`src/rtl/mem_stage.sv`:
```
// RV32I memory-access stage: passes ALU results through, runs load/store
// transactions on a ready/valid data bus and stalls upstream meanwhile.
module mem_stage #(
    parameter logic RESET_ADDR_ZERO = 1'b1
) (
    input  logic        clk,
    input  logic        reset,
    input  logic        in_valid,
    input  logic        in_is_load,
    input  logic        in_is_store,
    input  logic [2:0]  in_fun,
    input  logic [31:0] in_addr,
    input  logic [31:0] in_wdata,
    output logic        stall,
    output logic        out_valid,
    output logic [31:0] out_data,
    output logic        out_misaligned,
    output logic        mem_cmd_start,
    output logic        mem_cmd_write,
    output logic [31:0] mem_addr,
    output logic [31:0] mem_wdata,
    output logic [3:0]  mem_wmask,
    input  logic        mem_cmd_ready,
    input  logic        mem_rvalid,
    input  logic [31:0] mem_rdata
);

    typedef enum logic [1:0] {IDLE, ISSUE, WAIT_RDATA} state_t;

    state_t      state;
    logic [2:0]  fun_q;
    logic [1:0]  off_q;

    logic        is_mem;
    logic        is_word;
    logic        is_half;
    logic        misaligned;
    logic [3:0]  st_mask;
    logic [31:0] st_wdata;
    logic [15:0] shifted;
    logic        ld_word;
    logic        ld_half;
    logic        ld_sign;
    logic [31:0] ld_data;
    logic        accept;
    logic        alu_done;
    logic        fault;
    logic        issue;
    logic        store_done;
    logic        load_done;
    logic        out_data_en;
    logic [31:0] out_data_d;

    // Decode, lane steering, load extraction and completion events.
    // Unused funct3 codes fall into the word case through in_fun[1].
    always_comb begin
        is_mem     = in_is_load | in_is_store;
        is_word    = in_fun[1];
        is_half    = ~in_fun[1] & in_fun[0];
        misaligned = 1'b0;
        st_mask    = 4'(4'b0001 << in_addr[1:0]);
        st_wdata   = {4{in_wdata[7:0]}};
        if (is_word) begin
            misaligned = (in_addr[1:0] != 2'b00);
            st_mask    = 4'b1111;
            st_wdata   = in_wdata;
        end else if (is_half) begin
            misaligned = in_addr[0];
            st_mask    = in_addr[1] ? 4'b1100 : 4'b0011;
            st_wdata   = {2{in_wdata[15:0]}};
        end

        shifted = 16'(mem_rdata >> {off_q, 3'b000});
        ld_word = fun_q[1];
        ld_half = ~fun_q[1] & fun_q[0];
        ld_sign = ~fun_q[2];
        if (ld_word)
            ld_data = mem_rdata;
        else if (ld_half)
            ld_data = {{16{ld_sign & shifted[15]}}, shifted[15:0]};
        else
            ld_data = {{24{ld_sign & shifted[7]}}, shifted[7:0]};

        accept     = (state == IDLE) && in_valid;
        alu_done   = accept && !is_mem;
        fault      = accept && is_mem && misaligned;
        issue      = accept && is_mem && !misaligned;
        store_done = (state == ISSUE) && mem_cmd_ready && mem_cmd_write;
        load_done  = (state == WAIT_RDATA) && mem_rvalid;

        out_data_en = alu_done | fault | store_done | load_done;
        out_data_d  = 32'd0;
        if (alu_done)
            out_data_d = in_addr;
        else if (load_done)
            out_data_d = ld_data;
    end

    // Control FSM with registered handshake outputs.
    always_ff @(posedge clk or posedge reset) begin
        if (reset) begin
            state          <= IDLE;
            stall          <= 1'b0;
            out_valid      <= 1'b0;
            out_misaligned <= 1'b0;
            mem_cmd_start  <= 1'b0;
            mem_cmd_write  <= 1'b0;
            mem_wmask      <= 4'b0000;
            fun_q          <= 3'b000;
            off_q          <= 2'b00;
        end else begin
            out_valid      <= out_data_en;
            out_misaligned <= fault;
            case (state)
                IDLE: begin
                    if (issue) begin
                        state         <= ISSUE;
                        stall         <= 1'b1;
                        mem_cmd_start <= 1'b1;
                        mem_cmd_write <= in_is_store & ~in_is_load;
                        mem_wmask     <= in_is_load ? 4'b0000 : st_mask;
                        fun_q         <= in_fun;
                        off_q         <= in_addr[1:0];
                    end
                end
                ISSUE: begin
                    if (mem_cmd_ready) begin
                        mem_cmd_start <= 1'b0;
                        if (mem_cmd_write) begin
                            state <= IDLE;
                            stall <= 1'b0;
                        end else begin
                            state <= WAIT_RDATA;
                        end
                    end
                end
                WAIT_RDATA: begin
                    if (mem_rvalid) begin
                        state <= IDLE;
                        stall <= 1'b0;
                    end
                end
                default: begin
                    state         <= IDLE;
                    stall         <= 1'b0;
                    mem_cmd_start <= 1'b0;
                end
            endcase
        end
    end

    // Address/data registers; reset term is optional.
    if (RESET_ADDR_ZERO) begin : g_data_rst
        always_ff @(posedge clk or posedge reset) begin
            if (reset) begin
                out_data  <= 32'd0;
                mem_addr  <= 32'd0;
                mem_wdata <= 32'd0;
            end else begin
                if (out_data_en)
                    out_data <= out_data_d;
                if (issue) begin
                    mem_addr  <= {in_addr[31:2], 2'b00};
                    mem_wdata <= st_wdata;
                end
            end
        end
    end else begin : g_data_nrst
        always_ff @(posedge clk) begin
            if (out_data_en)
                out_data <= out_data_d;
            if (issue) begin
                mem_addr  <= {in_addr[31:2], 2'b00};
                mem_wdata <= st_wdata;
            end
        end
    end

endmodule
```
`config.mk`:
```
export PLATFORM = sky130hd
export DESIGN_NAME = mem_stage
export DESIGN_NICKNAME = d
export VERILOG_FILES = /design/src/rtl/mem_stage.sv
export SDC_FILE = /design/constraint.sdc
export NUM_CORES = 1
export LEC_CHECK = 0
export ABC_AREA = 1
export BUFFER_PORTS_ARGS = -buffer_cell sky130_fd_sc_hd__buf_2
export CORE_ASPECT_RATIO = 1.5
export CORE_MARGIN = 10
export CORE_UTILIZATION = 49
export DETAILED_ROUTE_END_ITERATION = 12
export GPL_TIMING_DRIVEN = 0
export HOLD_SLACK_MARGIN = 0.05
export PLACE_DENSITY = 0.84
export SETUP_SLACK_MARGIN = 0.1
export SYNTH_ARGS = -nofsm -noshare
export SYNTH_HDL_FRONTEND = slang
export SYNTH_SLANG_ARGS = --single-unit
```
`constraint.sdc`:
```
create_clock -name clk -period 4.2 [get_ports clk]
set_clock_uncertainty 0.05 [all_clocks]
set_input_delay 0.84 -clock clk [delete_from_list [all_inputs] [get_ports clk]]
set_output_delay 0.84 -clock clk [all_outputs]
set_load 0.02 [all_outputs]
```
==> tab_implementation.tex <==
\begin{tabular}{lr}
\hline
Metric & Value \\
\hline
\multicolumn{2}{l}{\textbf{Floorplan}} \\
Die Outline Area & between 15,000 and 20,000 um\^{}2 \\
Number of I/O pins & roughly 210 \\
Std cell rows & 47 \\
Core Region & between 10,000 and 15,000 um\^{}2 \\
Starting utilization of the core area & about half \\
Die Width & around 110 um \\
Die extent in y & about 150 um \\
\multicolumn{2}{l}{\textbf{Clocking}} \\
Cell at the root of the clock tree & sky130\_fd\_sc\_hd\_\_clkbuf\_16 \\
CTS tree & yes \\
Post-CTS setup buffer count & 0 \\
\# clock sinks & 110 \\
Worst-Skew Late Latency & roughly 0.34 ns \\
Total CTS buffers & 9 \\
CTS Buffer Depth & 2 \\
Maximum level of the CTS H-tree & 3 \\
\# hold bufs at CTS & 0 \\
Resize count post-CTS & 0 \\
Clock transition at the registers of the reported paths & 0.07 ns \\
\multicolumn{2}{l}{\textbf{Global route}} \\
Grt ovf & 0 \\
Via count of the first global-routing pass & between 5,000 and 6,000 \\
Number of antenna violations at the first check in global routing & 1 \\
Global-route wire length before repair & between 20 and 30 mm \\
Pin count of the biggest net entering global routing & between 60 and 70 \\
Aggregate global-route resource usage & between 20\% and 30\% \\
\multicolumn{2}{l}{\textbf{Power}} \\
Peak supply drop & around 0.4 mV \\
Power density normalized to cell area & between 700 and 800 nW/um\^{}2 \\
Leak Pwr & 3.94 nW \\
Tot Pwr & just over 0.005 W \\
\multicolumn{2}{l}{\textbf{Yosys}} \\
Number of enable-type register cells in the synthesized netlist & 0 \\
Mapped cell area & between 5000 and 6000 um\^{}2 \\
Most used flip-flop cell after synthesis & sky130\_fd\_sc\_hd\_\_dfrtp\_1 \\
Top-count cell post-synth & sky130\_fd\_sc\_hd\_\_nand2\_1 \\
Synth area leader & sky130\_fd\_sc\_hd\_\_dfrtp\_1 \\
Number of flip-flops and latches in the synthesized netlist & 110 \\
Post-synthesis cell count & between 700 and 800 \\
Sequential fraction of the synthesis area & around half \\
Post-Syn Area per Cell & about 7.7 um\^{}2 \\
Synth cell types & 24 \\
Most numerous cell types in the synthesized netlist & 250 x sky130\_fd\_sc\_hd\_\_nand2\_1, 110 x sky130\_fd\_sc\_hd\_\_dfrtp\_1, 95 x sky130\_fd\_sc\_hd\_\_nand3\_1 \\
Share of the synthesized area in the top cell type & between 50\% and 60\% \\
Top post-synthesis cells by area & sky130\_fd\_sc\_hd\_\_dfrtp\_1 50\%, sky130\_fd\_sc\_hd\_\_nand2\_1 17\%, sky130\_fd\_sc\_hd\_\_nand3\_1 8.7\%, sky130\_fd\_sc\_hd\_\_o21ai\_0 5.3\%, sky130\_fd\_sc\_hd\_\_a21oi\_1 5.1\% \\
Synth async-reset ratio & 100\% \\
Yosys synthesis warning count & 0 \\
\multicolumn{2}{l}{\textbf{Worst hold path}} \\
Cell count of the worst hold path & 2 \\
Tightest Hold Check Type & reg2reg \\
\multicolumn{2}{l}{\textbf{Detailed routing}} \\
Initial DRT Pass Iterations & 10 \\
Routed Antenna Nets & 0 \\
Overall routed net length & 18.8 mm \\
Via count & 5,735 \\
Detailed Route Iter0 Violations & roughly 370 \\
Post-DR vias/cell & $\sim$5.3 \\
Remaining DRCs & 1 \\
Routed wirelength normalized by instance count & 17.3 um \\
\multicolumn{2}{l}{\textbf{Status}} \\
Violations in the final reports & DRC \\
Outcome & complete, but fails checks \\
\multicolumn{2}{l}{\textbf{Place}} \\
Number of port buffers & $\sim$210 \\
Global placement routability congestion & approximately 0.94 \\
Place WS & approximately 2.1 ns \\
DP Wirelength & 14.7 mm \\
\multicolumn{2}{l}{\textbf{Timing}} \\
Transition time of the tightest slew-check pin & between 0.6 and 0.7 ns \\
Post-Route Setup TNS & 0 ns \\
Total count of hold-check failures in the final report & 0 \\
Worst path setup slack after routing & 2.39 ns \\
Unrepaired setup endpoints after global routing & false \\
Share of the clock period used by the worst path & between 40 and 50\% \\
Final Hold Slack & 0.422 ns \\
Post-layout min period & approximately 1.8 ns \\
Worst slew slack as a fraction of its limit & 58.8\% \\
Setup-failing EPs final & 0 \\
Fmax & between 500 and 600 MHz \\
Max-slew violation count & 0 \\
\multicolumn{2}{l}{\textbf{Cells and area}} \\
Post-layout net count & 1,039 \\
Footprint of the multi-input gates & roughly 2300 um\^{}2 \\
Finished Core Util & between 60 and 70\% \\
Area used by sequential logic in the layout & 2750 um\^{}2 \\
Number of inserted filler cells in the final layout & between 900 and 1,000 \\
P\&R area growth vs syn & 29.1\% \\
Share of final-layout standard cells stronger than drive strength 1 & roughly 29\% \\
\multicolumn{2}{l}{\textbf{Setup path}} \\
Buffering stage count on the worst path with inverters included & 1 \\
CP Cell Sequence & buf\_2 \\
Capturing element type of the critical path & primary output \\
CP delay by family, top & flip-flops \\
Worst path depth & 1 \\
Classification of the worst setup path & reg2out \\
Data required time at the worst endpoint & 3.31 ns \\
Type of element launching the critical path & flip-flop \\
Critical path's largest stage delay & about 0.40 ns \\
Length in cells of the worst reg-to-reg path & 7 \\
Top fanout value on the critical path & 2 \\
Slowest cell on crit path & sky130\_fd\_sc\_hd\_\_dfrtp\_1 \\
Arrival time at the worst endpoint & a little over 0.9 ns \\
\multicolumn{2}{l}{\textbf{Run}} \\
Count of maximum capacitance violations & 0 \\
\hline
\end{tabular}
## metrics by stage
step           instance area, um^2  cells
3_3_place_gp                  6700   1068
6_report                      7060   1086
3_5_place_dp                  6730   1069
5_1_grt                       7060   1086
2_1_floorplan                 5480    713
4_1_cts                       7060   1085
## layout make-up
type	instances	area share (%)
timing repair buffer	209	15.1
clock buffer	10	3.38
antenna	1	0.0354
multi-input combinational	513	32.5
buffer	44	3.60
tap	147	2.60
sequential	110	39.0
clock inverter	6	1.31
inverter	46	2.48
## tightest hold or removal path: cells and delay by family, from the launching register on
| family | cells | cell delay [ns] |
|---|---|---|
| DFF | 1 | 0.34 |
| and+or+nand+nor | 2 | 0.10 |
## report_power, final
part / total, W / switching, W / internal [W]
Combinational: 0.00234 / 0.00158 / 0.000754
Clock: 0.000952 / 0.000406 / 0.000545
Sequential: 0.00174 / 0.000232 / 0.00151
## final timing paths
check	startpoint	to	slack, ns
max reg2reg	state[1]	out_data[15]	2.50
min in group asynchronous	reset	mem_addr[23]	0.51
max in group asynchronous	reset	out_data[7]	2.86
min reg2reg	stall	stall	0.42
max	mem_addr[24]	mem_addr[24]	2.39
min	stall	stall	0.42
## flip-flops by register name (all words and copies together) (netlist names), 2 cells and up
| register | flops |
|---|---|
| mem_wdata | 32 |
| off_q | 2 |
| fun_q | 3 |
| mem_wmask | 4 |
| mem_addr | 30 |
| out_data | 32 |
| state | 2 |
## kinds of logic after synthesis
family	after synthesis	synth area share [%]
other	1	0.0685
flip-flops	110	50.3
AND/OR/NAND/NOR	375	28.8
buffers and inverters	90	7.80
AO/OA/AOI/OAI	136	13.0
## routing by layer
| metal | track usage (%) | routed length [um] | vias to the layer above |
|---|---|---|---|
| met3 | 7.15 | 1690 | 52 |
| met4 | 11.3 | 786 | 0 |
| met1 | 24.3 | 6770 | 2649 |
| li1 | - | - | 2760 |
| met2 | 40.0 | 9530 | 274 |
| met5 | 0 | 0 | - |
## layout by cell type, fill, tap and decap left out, types with 9 or more instances in the layout
master / instances
sky130_fd_sc_hd__nor2_1: 19
sky130_fd_sc_hd__dfrtp_1: 110
sky130_fd_sc_hd__inv_1: 40
sky130_fd_sc_hd__clkbuf_16: 9
sky130_fd_sc_hd__o21ai_0: 58
sky130_fd_sc_hd__nand2_1: 250
sky130_fd_sc_hd__buf_2: 231
sky130_fd_sc_hd__a21oi_1: 56
sky130_fd_sc_hd__nand3_1: 95
No activity file was read; power rests on OpenSTA's default activity.
